File: config.mk
export PLATFORM = sky130hd
export DESIGN_NAME = booth_multiplier
export DESIGN_NICKNAME = d
export VERILOG_FILES = /design/src/rtl/booth_multiplier.sv
export SDC_FILE = /design/constraint.sdc
export NUM_CORES = 1
export LEC_CHECK = 0
export ABC_AREA = 1
export CORE_MARGIN = 2
export CORE_UTILIZATION = 55
export DETAILED_ROUTE_END_ITERATION = 6
export PLACE_DENSITY = 0.78
export RECOVER_POWER = 100
export SYNTH_ARGS = -nofsm -noshare
export SYNTH_HDL_FRONTEND = slang
export SYNTH_SLANG_ARGS = --single-unit
File: constraint.sdc
create_clock -name clk -period 3.8 [get_ports clk]
set_input_delay 0.38 -clock clk [delete_from_list [all_inputs] [get_ports clk]]
set_output_delay 0.38 -clock clk [all_outputs]
set_load 0.05 [all_outputs]
File: src/rtl/booth_multiplier.sv
// Sequential radix-4 Booth multiplier with per-operation signed/unsigned mode.
// Retires two multiplier bits per cycle; op_done rises WIDTH/2+2 edges after the accept edge.

module booth_multiplier #(
  parameter int WIDTH = 64
) (
  input  logic               clk,
  input  logic               reset,
  input  logic [WIDTH-1:0]   multiplier,
  input  logic [WIDTH-1:0]   multiplicand,
  input  logic               signed_mode,
  input  logic               op_start,
  input  logic               op_clear,
  output logic               op_busy,
  output logic               op_done,
  output logic [2*WIDTH-1:0] result
);

  localparam int N  = WIDTH / 2 + 1;
  localparam int EW = WIDTH + 2;
  localparam int AW = 2 * WIDTH + 6;
  localparam int CW = $clog2(N + 1);
  localparam logic [CW-1:0] LAST_ITER = CW'(N);

  typedef enum logic [1:0] {
    ST_IDLE = 2'd0,
    ST_EXEC = 2'd1,
    ST_DONE = 2'd2
  } state_e;

  state_e               state_q;
  logic [EW-1:0]        m_q;
  logic [EW-1:0]        m_d;
  logic                 mprev_q;
  logic signed [EW-1:0] b_q;
  logic signed [AW-1:0] acc_q;
  logic signed [AW-1:0] acc_d;
  logic [CW-1:0]        cnt_q;
  logic [2*WIDTH-1:0]   result_q;
  logic                 busy_q;
  logic                 done_q;

  logic signed [AW-1:0] b_ext_s;
  logic signed [AW-1:0] pp_s;
  logic signed [AW-1:0] acc_sum_s;

  function automatic logic [EW-1:0] extend(input logic [WIDTH-1:0] v, input logic sgn);
    return {{2{sgn & v[WIDTH-1]}}, v};
  endfunction

  // Partial products are added WIDTH+2 bits up so that N two-bit shifts land the product at bit 0.
  always_comb begin
    b_ext_s = {{(AW-EW){b_q[EW-1]}}, b_q};
    pp_s    = '0;
    case ({m_q[1:0], mprev_q})
      3'b001, 3'b010: pp_s = b_ext_s;
      3'b011:         pp_s = b_ext_s <<< 1;
      3'b100:         pp_s = -(b_ext_s <<< 1);
      3'b101, 3'b110: pp_s = -b_ext_s;
      default:        pp_s = '0;
    endcase
    acc_sum_s = acc_q + (pp_s <<< (WIDTH + 2));
    acc_d     = acc_sum_s >>> 2;
    m_d       = {2'b00, m_q[EW-1:2]};
  end

  always_ff @(posedge clk) begin
    if (reset || op_clear) begin
      state_q  <= ST_IDLE;
      m_q      <= '0;
      mprev_q  <= 1'b0;
      b_q      <= '0;
      acc_q    <= '0;
      cnt_q    <= '0;
      result_q <= '0;
      busy_q   <= 1'b0;
      done_q   <= 1'b0;
    end else begin
      case (state_q)
        ST_IDLE: begin
          if (op_start) begin
            m_q     <= extend(multiplier, signed_mode);
            b_q     <= extend(multiplicand, signed_mode);
            mprev_q <= 1'b0;
            acc_q   <= '0;
            cnt_q   <= '0;
            busy_q  <= 1'b0;
            done_q  <= 1'b0;
            state_q <= ST_EXEC;
          end
        end
        ST_EXEC: begin
          // The edge after the last iteration publishes the product.
          if (cnt_q == LAST_ITER) begin
            result_q <= acc_q[2*WIDTH-1:0];
            busy_q   <= 1'b0;
            done_q   <= 1'b1;
            state_q  <= ST_DONE;
          end else begin
            acc_q   <= acc_d;
            m_q     <= m_d;
            mprev_q <= m_q[1];
            cnt_q   <= cnt_q + CW'(1);
            busy_q  <= 1'b1;
          end
        end
        ST_DONE: begin
          busy_q <= 1'b0;
          done_q <= 1'b1;
        end
        default: begin
          state_q <= ST_IDLE;
          busy_q  <= 1'b0;
          done_q  <= 1'b0;
        end
      endcase
    end
  end

  assign op_busy = busy_q;
  assign op_done = done_q;
  assign result  = result_q;

endmodule
==> metrics <==
status finished, violations left; failing checks max-capacitance violations, max-slew violations; multi-input logic area 14300 sq um; post-route DRC violation count 0; CTS tree built; initial core utilization 0.556; Slew Viols, Final 266; ys async rst share 0; HP Class in -> reg; crit-path max cell delay 0.38 ns; Yosys reg bits approximately 400; first-pass GRT wire length 127000 microns; worst-skew pair later-pin latency 0.61 ns; fin area 30400 sq um; Hold Buf Count CTS 0; full die area 43900 sq um; post-synthesis area per instance ~6.5 sq um; Clock Skews 0.0341 ns; Synth area leader dfxtp_1; Rel. slew slack -0.426; final WL 82500 microns; Core Region around 42000 sq um; # Max-Cap Violations 2; CP cell instances nor2_4 -> nand2_2 -> nor2_4 -> nand3_4 -> nor2_8 -> nand3_4 -> nor3_4 -> buf_6 -> nand4_1 -> nand3_1 -> nand4_1 -> ha_4 -> nand2_1 -> nor2_2 -> nand2_1 -> nor4_4 -> nand2_1 -> nand2_1 -> nand2_1 -> nand3_1 -> a21oi_1; Seq/Total Area, Yosys 0.345; drt wl/cell 18.3 microns; slowest library cell on the worst path ha_4; Area after DPL 27500 sq um; Setup crit start kind register; share of the synthesized area in the top cell type 0.345; Port Buffers 262; Via density 5.77; period utilization 0.972; post-synthesis cell count 3557; worst vdd ir about 0.44 mV; CP arrival between 4 and 5 ns; H-tree depth 2; Clock Tree Root clkbuf_16; GP Congestion approximately 1.1; clock transition at the registers of the reported paths ~0.06 ns; Area growth, synth to finish 30.9%; mapped cell area 23300 sq um; number of synthesized flops with an enable pin 0; drt first pass iters 6; top cells by instance count after synthesis nand2_1, dfxtp_1, nor2_1; Die Width 210 microns; antenna violations before repair 8; synth warn 0; post-DP HPWL 59600 microns; row count 75; LEAKAGE about 12 nW; Crit Path Max Fanout 6; Fin. Hold Viols 0; cell with the most instances after synthesis nand2_1; Final nets 4127; post-layout min period 3.69 ns; layout cells sized above 1 0.158; Vias 25900; most used cell, CP nand2_1; RSZ-0062 raised after global routing yes; critical setup path kind reg -> reg; number of global-route vias before repair 23400; synth unique cells 53; CTS Buffer Depth 3; Req. time, crit path ~4.2 ns; Die Height 210 microns; CP bufs+invs 1; I/O pins 263; cell family with most CP delay simple AND/OR/NAND/NOR gates; Setup violations, final 0; Pwr per Cell Area 371 nW/um^2; GRT Util Overall 0.361; fillcell total 3560; Critical Path Sink Type register; fmax around 0.27 GHz; Synth Flop Type dfxtp_1; syn nets 3765; Final ANT Viol Nets 0; largest net degree at the start of global routing 193; worst slew pin tran 2.14 ns; CTS Buf Count 45; Reg area ~8000 sq um; clk sinks roughly 400; Core Util, Final 0.727; Area contributors post-synth dfxtp_1, nand2_1, a21oi_1; DR iter-0 viols approximately 2600; remaining global-route overflow 0
## path summary, 6_finish.rpt
check	from	to	slack, ns	depth (start not counted)
max	b_q[9]$_SDFFE_PP0P_	acc_q[128]$_SDFFE_PP0P_	0.11	21
min	multiplier[4]	m_q[4]$_SDFFE_PP0P_	0.35	3
max reg2reg	b_q[9]$_SDFFE_PP0P_	acc_q[128]$_SDFFE_PP0P_	0.11	21
min reg2reg	result[107]$_SDFFE_PP0P_	result[107]$_SDFFE_PP0P_	0.44	2
## where the power goes
part | internal, mW | leakage [nW] | switching, mW
registers | 4.34 | 3.25 | 0.112
logic | 0.810 | 8.46 | 1.42
clock network | 2.67 | 0.770 | 1.96
total | 7.82 | 12.5 | 3.49
## per-layer routing
layer  global-route usage  wire (microns)  part of all wire  up-vias
li1                     -               -                 -    12600
met4                0.149            3770             0.046       16
met1                0.481           34500              0.42    11900
met2                0.573           36700              0.45     1204
met5                    0             110            0.0013        -
met3               0.0705            7430             0.090      214
## sequential cells by signal, summed over array words and instances, names as in the netlist
signal / cells
op_busy: 1
cnt_q: 6
acc_q: 132
result: 128
state_q: 2
m_q: 65
op_done: 1
b_q: 65
mprev_q: 1
## cells in the final DEF (no fill, tap or decap), drive strengths merged, types with 3 or more instances in the layout
cell,n
a211oi,6
a21boi,28
a21o,6
a21oi,372
a221o,5
a221oi,3
a31oi,66
buf,225
bufinv,4
clkbuf,67
clkdlybuf4s50,132
clkinv,14
clkinvlp,4
dfxtp,401
dlygate4sd3,130
ha,74
inv,366
nand2,805
nand3,181
nand3b,16
nand4,98
nor2,415
nor3,94
nor4,11
o2111ai,20
o211ai,3
o21a,6
o21ai,296
o21bai,14
o221ai,4
o22ai,26
or2,16
xor2,40
## tightest hold or removal path, cell delays in order
cell	delay [ns]
clkdlybuf4s50_1	0.39
nand2_1	0.06
a31oi_1	0.08
## stage by stage
stage / worst slack (ns) / hold slack [ns] / cells / setup TNS, ns / total power [mW]
after floorplan: 0.559 / 0.445 / 3557 / 0 / 5.78
after global placement: -0.261 / 0.431 / 4367 / -1.92 / 6.49
after detailed placement: -0.254 / 0.434 / 4367 / -2.05 / 6.51
after CTS: 0.0129 / 0.343 / 4451 / 0 / 11.1
after global routing: -0.169 / 0.368 / 4494 / -2.62 / 11.7
final: 0.106 / 0.354 / 4495 / 0 / 11.3
## cell families after synthesis
| logic type | synth area share |
|---|---|
| AO/OA/AOI/OAI | 0.202 |
| XOR/XNOR | 0.0154 |
| adder cells (fa/ha/maj) | 0.0407 |
| buffers and inverters | 0.0898 |
| flip-flops | 0.345 |
| AND/OR/NAND/NOR | 0.307 |
## area by class of cell
class,instances,share of cell area
Multi-Input combinational cell,2612,0.468
Antenna cell,1,0.0000822
Tap cell,539,0.0222
Clock inverter,25,0.0102
Timing Repair Buffer,496,0.148
Inverter,363,0.0450
Sequential cell,401,0.264
Clock buffer,58,0.0416
## repair_timing
| action | 4_1_cts | 5_1_grt |
|---|---|---|
| resized for setup | 8 | 304 |
| endpoints found under the setup margin | 28 | 52 |
| setup buffers | 1 | 43 |
| pin swaps | 1 | 92 |
Power figures use the tool's default switching activity.
